[config.mk]
export PLATFORM = sky130hd
export DESIGN_NAME = tone_divgen_flat
export DESIGN_NICKNAME = d
export VERILOG_FILES = /design/src/rtl/tone_pkg.sv /design/src/rtl/tone_divgen_if.sv /design/src/rtl/seq_divider.sv /design/src/rtl/tone_divgen.sv /design/src/flat_wrapper.sv
export SDC_FILE = /design/constraint.sdc
export NUM_CORES = 1
export LEC_CHECK = 0
export ABC_CLOCK_PERIOD_IN_PS = 4350
export BUFFER_PORTS_ARGS = -buffer_cell sky130_fd_sc_hd__buf_2
export CAP_MARGIN = 20
export CORE_MARGIN = 1.5
export CORE_UTILIZATION = 50
export DETAILED_ROUTE_END_ITERATION = 16
export GPL_TIMING_DRIVEN = 0
export PLACE_DENSITY = 0.67
export SLEW_MARGIN = 20
export SYNTH_ARGS = -nofsm -noshare
export SYNTH_HDL_FRONTEND = slang
export SYNTH_SLANG_ARGS = --single-unit
[constraint.sdc]
create_clock -name clk -period 4.35 [get_ports clk]
set_input_delay 1.305 -clock clk [delete_from_list [all_inputs] [get_ports clk]]
set_output_delay 1.305 -clock clk [all_outputs]
set_load 0.05 [all_outputs]
[src/rtl/tone_pkg.sv]
// Shared note table and helpers for the tone generator and the melody sequencer.
package tone_pkg;

  localparam int NUM_NOTES   = 21;
  localparam int FREQ_W      = 11;
  localparam int TABLE_IDX_W = 5;

  // Index 0 and entries beyond the last note are zero so any 5-bit index is safe.
  localparam logic [FREQ_W-1:0] NOTE_FREQ [0:31] = '{
    11'd0,    11'd262,  11'd294,  11'd330,  11'd349,  11'd392,  11'd440,  11'd494,
    11'd523,  11'd587,  11'd659,  11'd699,  11'd784,  11'd880,  11'd988,  11'd1050,
    11'd1175, 11'd1319, 11'd1397, 11'd1568, 11'd1760, 11'd1976, 11'd0,    11'd0,
    11'd0,    11'd0,    11'd0,    11'd0,    11'd0,    11'd0,    11'd0,    11'd0
  };

  function automatic logic note_is_mute(input logic [31:0] note, input int num_notes);
    return (note == 32'd0) || (note > 32'(num_notes)) || (note > 32'(NUM_NOTES));
  endfunction

endpackage

[src/rtl/tone_divgen_if.sv]
// Note request / tone status bundle between the melody sequencer and tone_divgen.
interface tone_divgen_if #(
  parameter int NOTE_W = 5,
  parameter int DIV_W  = 32
);

  logic [NOTE_W-1:0] note_in;
  logic              note_valid;
  logic              note_ready;
  logic              busy;
  logic [DIV_W-1:0]  divnum_out;
  logic              divnum_valid;
  logic              tone_out;
  logic              active;

  modport master (
    output note_in, note_valid,
    input  note_ready, busy, divnum_out, divnum_valid, tone_out, active
  );

  modport slave (
    input  note_in, note_valid,
    output note_ready, busy, divnum_out, divnum_valid, tone_out, active
  );

endinterface

[src/rtl/seq_divider.sv]
// Restoring unsigned divider, one quotient bit per clock; done is high on the
// cycle before the W+1-th edge after start, with the quotient valid alongside.
module seq_divider #(
  parameter int W = 32
) (
  input  logic         clk,
  input  logic         rst,
  input  logic         start,
  input  logic [W-1:0] dividend,
  input  logic [W-1:0] divisor,
  output logic         done,
  output logic [W-1:0] quotient
);

  localparam int CNT_W = $clog2(W + 1);

  logic [W-1:0]     rem;
  logic [W-1:0]     quo;
  logic [W-1:0]     dsr;
  logic             running;
  logic [CNT_W-1:0] step;
  logic [W:0]       rem_shift;
  logic [W:0]       rem_sub;

  // A set top bit of the trial subtraction means the shifted remainder was smaller.
  assign rem_shift = {rem, quo[W-1]};
  assign rem_sub   = rem_shift - {1'b0, dsr};
  assign done      = running && (step == CNT_W'(W));
  assign quotient  = quo;

  always_ff @(posedge clk) begin
    if (rst) begin
      running <= 1'b0;
      step    <= '0;
      rem     <= '0;
      quo     <= '0;
      dsr     <= '0;
    end else if (start) begin
      running <= 1'b1;
      step    <= '0;
      rem     <= '0;
      quo     <= dividend;
      dsr     <= divisor;
    end else if (done) begin
      running <= 1'b0;
    end else if (running) begin
      step <= step + CNT_W'(1);
      if (!rem_sub[W]) begin
        rem <= rem_sub[W-1:0];
        quo <= {quo[W-2:0], 1'b1};
      end else begin
        rem <= rem_shift[W-1:0];
        quo <= {quo[W-2:0], 1'b0};
      end
    end
  end

endmodule

[src/rtl/tone_divgen.sv]
// Note index to half-period converter with square-wave tone output; the
// half-period CLK_HZ/(2*freq) comes from a shared sequential divider.
module tone_divgen
  import tone_pkg::*;
#(
  parameter int CLK_HZ    = 50_000_000,
  parameter int DIV_W     = 32,
  parameter int NOTE_W    = 5,
  parameter int NUM_NOTES = tone_pkg::NUM_NOTES
) (
  input  logic          clk,
  input  logic          rst,
  tone_divgen_if.slave  bus
);

  logic [NOTE_W-1:0]      note;
  logic [TABLE_IDX_W-1:0] tbl_idx;
  logic [FREQ_W-1:0]      freq;
  logic                   mute;
  logic                   accept;
  logic                   div_done;
  logic [DIV_W-1:0]       quotient;
  logic [DIV_W-1:0]       divnum;
  logic [DIV_W-1:0]       tone_cnt;
  logic                   busy_q;
  logic                   valid_q;
  logic                   tone_q;
  logic                   active_q;

  assign note    = bus.note_in;
  assign tbl_idx = TABLE_IDX_W'(note);
  assign freq    = NOTE_FREQ[tbl_idx];
  assign mute    = note_is_mute(32'(note), NUM_NOTES);
  assign accept  = bus.note_valid && !busy_q;

  seq_divider #(.W(DIV_W)) u_div (
    .clk      (clk),
    .rst      (rst),
    .start    (accept && !mute),
    .dividend (DIV_W'(CLK_HZ)),
    .divisor  (DIV_W'({freq, 1'b0})),
    .done     (div_done),
    .quotient (quotient)
  );

  // The old tone keeps sounding while a new half-period is being computed;
  // the new value takes over with a cleared counter but an unchanged level.
  always_ff @(posedge clk) begin
    if (rst) begin
      divnum   <= DIV_W'(CLK_HZ);
      valid_q  <= 1'b0;
      busy_q   <= 1'b0;
      tone_q   <= 1'b0;
      active_q <= 1'b0;
      tone_cnt <= '0;
    end else begin
      valid_q <= 1'b0;
      if (div_done) begin
        divnum   <= (quotient == '0) ? DIV_W'(1) : quotient;
        valid_q  <= 1'b1;
        busy_q   <= 1'b0;
        active_q <= 1'b1;
        tone_cnt <= '0;
      end else begin
        if (accept && !mute) begin
          busy_q <= 1'b1;
        end
        if (accept && mute) begin
          active_q <= 1'b0;
          tone_q   <= 1'b0;
          tone_cnt <= '0;
        end else if (active_q) begin
          if (tone_cnt == divnum - DIV_W'(1)) begin
            tone_cnt <= '0;
            tone_q   <= ~tone_q;
          end else begin
            tone_cnt <= tone_cnt + DIV_W'(1);
          end
        end
      end
    end
  end

  assign bus.note_ready   = ~busy_q;
  assign bus.busy         = busy_q;
  assign bus.divnum_out   = divnum;
  assign bus.divnum_valid = valid_q;
  assign bus.tone_out     = tone_q;
  assign bus.active       = active_q;

endmodule

[src/flat_wrapper.sv]
// flat-port wrapper written by rule: the top's interface ports become plain ports
module tone_divgen_flat import tone_pkg::*;
#(
  parameter int CLK_HZ    = 50_000_000,
  parameter int DIV_W     = 32,
  parameter int NOTE_W    = 5,
  parameter int NUM_NOTES = tone_pkg::NUM_NOTES
)
  (clk, rst, bus_note_in, bus_note_valid, bus_note_ready, bus_busy, bus_divnum_out, bus_divnum_valid, bus_tone_out, bus_active);
  tone_divgen_if #(.NOTE_W(NOTE_W), .DIV_W(DIV_W)) bus_i ();
  input  logic clk;
  input  logic rst;
  input wire logic [$bits(bus_i.note_in)-1:0] bus_note_in;
  input wire logic [$bits(bus_i.note_valid)-1:0] bus_note_valid;
  output wire logic [$bits(bus_i.note_ready)-1:0] bus_note_ready;
  output wire logic [$bits(bus_i.busy)-1:0] bus_busy;
  output wire logic [$bits(bus_i.divnum_out)-1:0] bus_divnum_out;
  output wire logic [$bits(bus_i.divnum_valid)-1:0] bus_divnum_valid;
  output wire logic [$bits(bus_i.tone_out)-1:0] bus_tone_out;
  output wire logic [$bits(bus_i.active)-1:0] bus_active;
  assign bus_i.note_in = bus_note_in;
  assign bus_i.note_valid = bus_note_valid;
  assign bus_note_ready = bus_i.note_ready;
  assign bus_busy = bus_i.busy;
  assign bus_divnum_out = bus_i.divnum_out;
  assign bus_divnum_valid = bus_i.divnum_valid;
  assign bus_tone_out = bus_i.tone_out;
  assign bus_active = bus_i.active;
  tone_divgen #(.CLK_HZ(CLK_HZ), .DIV_W(DIV_W), .NOTE_W(NOTE_W), .NUM_NOTES(NUM_NOTES)) u_core (.clk(clk), .rst(rst), .bus(bus_i));
endmodule
=== After elaboration in Yosys (flattened, before gate mapping) ===
Memories as Yosys holds them, arrays and structs flattened. A register that Yosys moved wholly into a read port is not among the register bits.
Index checks and enable logic that the tools add are counted.

* Register bits after elaboration: 139
* Bits in read-only memories: 352
* Output and inout port bits: 37
* Memories: 1

* Add/subtract/negate cells: 4
* Magnitude comparators: 1
* Equal/unequal tests: 3
* Multiplexer cells: 15
* Bitwise operators: 4
* Reductions and logical operators: 21

{| class="wikitable"
|+ Memory list
! name !! depth !! bits a word !! read ports !! clocked after Yosys merged registers in !! wr ports !! line !! RTL
|-
| (name not given) || 32 || 11 || 1 || 1 || 0 || tone_divgen.sv:32 || <nowiki>assign freq = NOTE_FREQ[tbl_idx];</nowiki>
|}

{| class="wikitable"
|+ Operator list
! operator !! number
|-
| $mux 32 || 3
|-
| $mux 26 || 3
|-
| $sub 33x12->33 || 1
|-
| $add 32x1->32 const B || 1
|-
| $eq 32x32->1 || 1
|-
| $logic_not 32->1 || 1
|-
| $sub 32x1->32 const B || 1
|-
| $reduce_bool 2->1 || 5
|-
| $mux 1 || 9
|-
| $add 6x1->6 const B || 1
|-
| $eq 6x6->1 const B || 1
|-
| $not 5->6 || 1
|-
| $gt 5x5->1 const B || 1
|-
| $logic_not 5->1 || 1
|-
| $logic_and 1x1->1 || 4
|-
| $reduce_and 2->1 || 2
|-
| $reduce_or 2->1 || 2
|-
| $not 1->1 || 3
|-
| $reduce_and 3->1 || 1
|-
| $reduce_or 3->1 || 1
|-
| $logic_not 1->1 || 2
|-
| $logic_or 1x1->1 || 2
|-
| $ne 2x2->1 const B || 1
|}

=== Longest topological paths before layout ===
* Depth after elaboration: 7
* Mapped depth: 14
* Gate-level depth less buffers: 12

=== By module ===
A second synthesis with hierarchy kept.

* Cells, all modules: 1374
* Area total of the unflattened synthesis: 10709.0 µm²

{| class="wikitable"
|+ By module, submodules not included
! module !! instances !! cells each !! area each (µm²)
|-
| seq_divider || 1 || 846 || 6409.9
|-
| tone_divgen || 1 || 528 || 4299.1
|}

=== Worst setup path after synthesis ===
No wires, ideal clock.

* Path type: flip-flop to flip-flop
* From: reg u_core.divnum[5] (netlist: u_core.bus.divnum_out[5])
* To: reg u_core.tone_q (netlist: u_core.bus.tone_out)
* Arrival: 3.892 ns
* Data required time: 4.276 ns
* Slack: 0.384 ns
* Stages on the path, launching flop included: 12
* Period minus slack after synthesis: 3.966 ns
* Cells stage by stage: dfxtp_1 -> buf_6 -> or4_4 -> or4_1 -> buf_2 -> or4_4 -> a221oi_2 -> nand4_2 -> a2111oi_4 -> nand4_1 -> or4b_1 -> a31oi_1

* Longest elaborated chain between the ends: 4

{| class="wikitable"
|+ Ends and longest elaborated chain
! what !! line !! RTL
|-
| from (decl) || tone_divgen.sv:23 || <nowiki>logic [DIV_W-1:0] divnum;</nowiki>
|-
| from (signal assigned) || tone_divgen.sv:50 || <nowiki>divnum <= DIV_W'(CLK_HZ);</nowiki>
|-
| from (signal assigned) || tone_divgen.sv:59 || <nowiki>divnum <= (quotient == '0) ? DIV_W'(1) : quotient;</nowiki>
|-
| $sub 32x1->32 || tone_divgen.sv:73 || <nowiki>if (tone_cnt == divnum - DIV_W'(1)) begin</nowiki>
|-
| $eq 32x32->1 || tone_divgen.sv:73 ||
|-
| $reduce_bool 2->1 (no line) || n/a ||
|-
| $reduce_and 3->1 (no line) || n/a ||
|-
| to (signal assigned) || tone_divgen.sv:75 || <nowiki>tone_q <= ~tone_q;</nowiki>
|-
| to (decl) || tone_divgen.sv:27 || <nowiki>logic tone_q;</nowiki>
|}

No other way between the ends.
A chain may end at the register's enable or synchronous reset.

=== Worst setup path in the final report ===
* From: reg u_core.divnum[9] (netlist: u_core.bus.divnum_out[9])
* To: reg u_core.tone_cnt[25]

* Longest elaborated chain between the ends: 3

{| class="wikitable"
|+ Ends and longest elaborated chain
! what !! line !! RTL
|-
| $sub 32x1->32 || tone_divgen.sv:73 ||
|-
| $eq 32x32->1 || tone_divgen.sv:73 ||
|-
| $mux 32 || tone_divgen.sv:73 ||
|-
| to (signal assigned) || tone_divgen.sv:77 || <nowiki>tone_cnt <= tone_cnt + DIV_W'(1);</nowiki>
|-
| to (decl) || tone_divgen.sv:24 || <nowiki>logic [DIV_W-1:0] tone_cnt;</nowiki>
|}

No other way between the ends.

==> results.cfg <==
[grt]
grt_antenna_before_repair = 0
grt_overflow = 0
track_usage_pct = 25.5
grt_pass1_wl_um = 34100
grt_max_degree = 17
grt_pass1_vias = 6777

[run_status]
outcome = finished, final reports clean

[clock_tree]
clkLatencyLatePin_ns = 0.43
postCtsSetupRepairBufs = 0
root_buffer = clkbuf_16
numCtsBuffers = 17
tritoncts = built
clock_path_buffers = 2
clock-sinks = 150
htreeDepth = 4
clk_pin_slew_ns = 0.06

[cells_and_area]
drive_gt1_share_pct = 9.17
antenna_cells = 0
synthToLayoutAreaGrowth_pct = 13.7
num-nets-final = 1118
utilization_pct = 58.3
multi_input_area_um2 = 4830
layout.area.seq_um2 = 3000
final_cell_area_um2 = 9300
fillerInstances = 1506

[setup_path]
rrSetupSlack_ns = 0.26
worstSetupStartpoint = u_core.bus.divnum_out[9]$_SDFFE_PP0P_
r2r-start = u_core.bus.divnum_out[9]$_SDFFE_PP0P_
worst_setup_path_start_kind = flip-flop
rr_endpoint = u_core.tone_cnt[25]$_SDFFE_PP0P_
worstPathRequired_ns = 4.67
crit_fanout = 10
endpoint = u_core.tone_cnt[25]$_SDFFE_PP0P_
end_kind = flip-flop
critPathKind = flip-flop to flip-flop
reg2reg_depth = 13
worstPathArrival_ns = 4.41

[route]
first_pass_iters = 5
vias = 7422
wl_um = 21200
antenna_left = 0
avgViaCountPerCell = 5.63
wl_per_cell_um = 16.1
drtIter0Drc = 441
drc_errors = 0

[yosys]
ys_warn_count = 0
async_flop_share_pct = 0
yosysTopAreaCell = dfxtp_1
synth_edf_count = 0
synth_nets = 1057
synth_top_area_share_pct = 36.7
netlist_instances = 1028
yosys-top-cells-area = dfxtp_1 (37%), nand2_1 (6.4%), xor2_1 (5.6%), xnor2_1 (5.1%), nor2_1 (4.9%)
synth_area_um2 = 8180
synthFlopType = dfxtp_1
ys_ff_latch = 150
ys_types = 67
yosysSeqAreaShare_pct = 36.7
synth_area_per_cell_um2 = 7.96

[sta]
worst_pin_slew_ns = 0.781
fin_crit_sh_pct = 94.1
layout_min_cycle_time_ns = 4.09
max-slew-margin-rel_pct = 47.2
whs_ns = 0.473
finalSetupTns_ns = 0
rsz0062_at_grt = no
finalSetupViolCount = 0
fmax_ghz = 0.244
hold_viol = 0
maxSlewViolCount = 0
finalClockSkew_ns = 0.00794

[power]
vdd_drop_max_mv = 0.296
power.internal_w = 0.00263
power_frac_comb_pct = 18.6
power.leakage_nw = 3.41
power_density_nw_per_um2 = 399
swShare_pct = 29.0
power_frac_seq_pct = 39.7
power_switching_w = 0.00108
p_clk_share_pct = 41.7

[floorplan]
num_rows = 46
die_h_um = 131
core-area_um2 = 15900
die_area_um2 = 17100
chipWidth_um = 131
initial_core_util_pct = 51.3
ios = 45

[place]
port_buffers = 42
place.gp.congestion = 0.873
place_hpwl_um = 15700
placed_cell_area_um2 = 8660

[run]
cap_violations = 0

[worst_hold_path]
worstHoldPathType = flip-flop to flip-flop
[critical path: stages, from the launching register on]
cell	delay, ns
dfxtp_1	0.32
clkbuf_1	0.19
or3_1	0.40
clkbuf_1	0.17
or4_1	0.48
buf_2	0.19
or4_4	0.53
a221oi_2	0.30
nand4_2	0.15
a2111oi_4	0.38
nand4_1	0.21
nand3_1	0.28
clkbuf_2	0.30
nor2_1	0.08
[cell usage in the layout (no fill, tap or decap), types with 17 or more instances in the layout]
master	count
a211oi_1	27
a21oi_1	68
a22o_1	19
buf_2	46
clkbuf_1	53
clkbuf_16	17
dfxtp_1	150
ha_1	20
inv_1	29
nand2_1	140
nand3_1	23
nor2_1	107
nor3_1	25
nor4_1	29
o21ai_0	40
xnor2_1	48
xor2_1	52
[timing repair]
item | 4_1_cts | 5_1_grt
resized for setup | 0 | 8
endpoints found under the setup margin | 0 | 31
hold buffers | 0 | 0
[sequential cells by signal, indices dropped and copies added (netlist names), 6 cells and up]
signal / flops
u_core.u_div.rem: 32
u_core.u_div.step: 6
u_core.u_div.dsr: 11
u_core.u_div.quotient: 32
u_core.bus.divnum_out: 32
u_core.tone_cnt: 32
[kinds of logic (layout without fill, tap and decap cells)]
logic type	Yosys count	count (layout)	share of synthesized area, %
XOR/XNOR	100	100	10.7
adder cells (fa/ha/maj)	21	21	3.30
flip-flops	150	150	36.7
multiplexers	6	6	0.902
AND/OR/NAND/NOR	443	443	26.8
AO/OA/AOI/OAI	215	215	17.2
buffers and inverters	93	167	4.42
[area by class of cell]
class                      instances  share of cell area (%)
inverter                          29                    1.17
buffer                            64                    2.77
clock inverter                    13                    1.80
clock buffer                      19                    4.87
sequential                       150                    32.3
tap                              216                    2.91
multi-input combinational        785                    51.9
timing repair buffer              42                    2.26
[cells in the mapped netlist (all sizes together), types with 20 or more instances]
master,instances
dfxtp,150
nand2,140
nor2,107
a21oi,68
clkbuf,57
xor2,52
xnor2,48
o21ai,40
nor4,30
inv,29
a211oi,27
nor3,26
nand3,23
ha,20
[power groups by stage]
stage	Combinational [W]	Sequential, W	Clock, W
2_1_floorplan	0.000541	0.00149	0
3_3_place_gp	0.000681	0.00150	0
3_5_place_dp	0.000685	0.00150	0
4_1_cts	0.000689	0.00147	0.00157
5_1_grt	0.000778	0.00148	0.00162
6_report	0.000692	0.00147	0.00155
[worst min path at each step]
| stage | endpoint | cells after the start | from |
|---|---|---|---|
| final | u_core.u_div.dsr[5]$_SDFFE_PP0P_ | 2 | u_core.u_div.dsr[5]$_SDFFE_PP0P_ |
| after global routing | u_core.u_div.dsr[3]$_SDFFE_PP0P_ | 2 | u_core.u_div.dsr[3]$_SDFFE_PP0P_ |
| after CTS | u_core.u_div.dsr[5]$_SDFFE_PP0P_ | 2 | u_core.u_div.dsr[5]$_SDFFE_PP0P_ |
| after detailed placement | u_core.u_div.dsr[5]$_SDFFE_PP0P_ | 2 | u_core.u_div.dsr[5]$_SDFFE_PP0P_ |
| after global placement | u_core.u_div.dsr[5]$_SDFFE_PP0P_ | 2 | u_core.u_div.dsr[5]$_SDFFE_PP0P_ |
| after floorplan | u_core.u_div.dsr[3]$_SDFFE_PP0P_ | 2 | u_core.u_div.dsr[3]$_SDFFE_PP0P_ |
[per-layer routing]
layer	part of all wire [%]	GRT usage, %	wire length, um
met5	0	0	0
met4	1.8	8.14	382
met3	4.8	5.05	1030
met2	48	42.9	10100
met1	46	32.9	9710
[through the flow]
step	setup WS [ns]	power, W	instances
after floorplan	0.384	0.00203	1028
after global placement	0.147	0.00218	1286
after detailed placement	0.131	0.00219	1286
after CTS	0.103	0.00373	1318
after global routing	0.0810	0.00388	1318
final	0.258	0.00371	1318
Note: power is estimated with default switching activity, not from simulation.
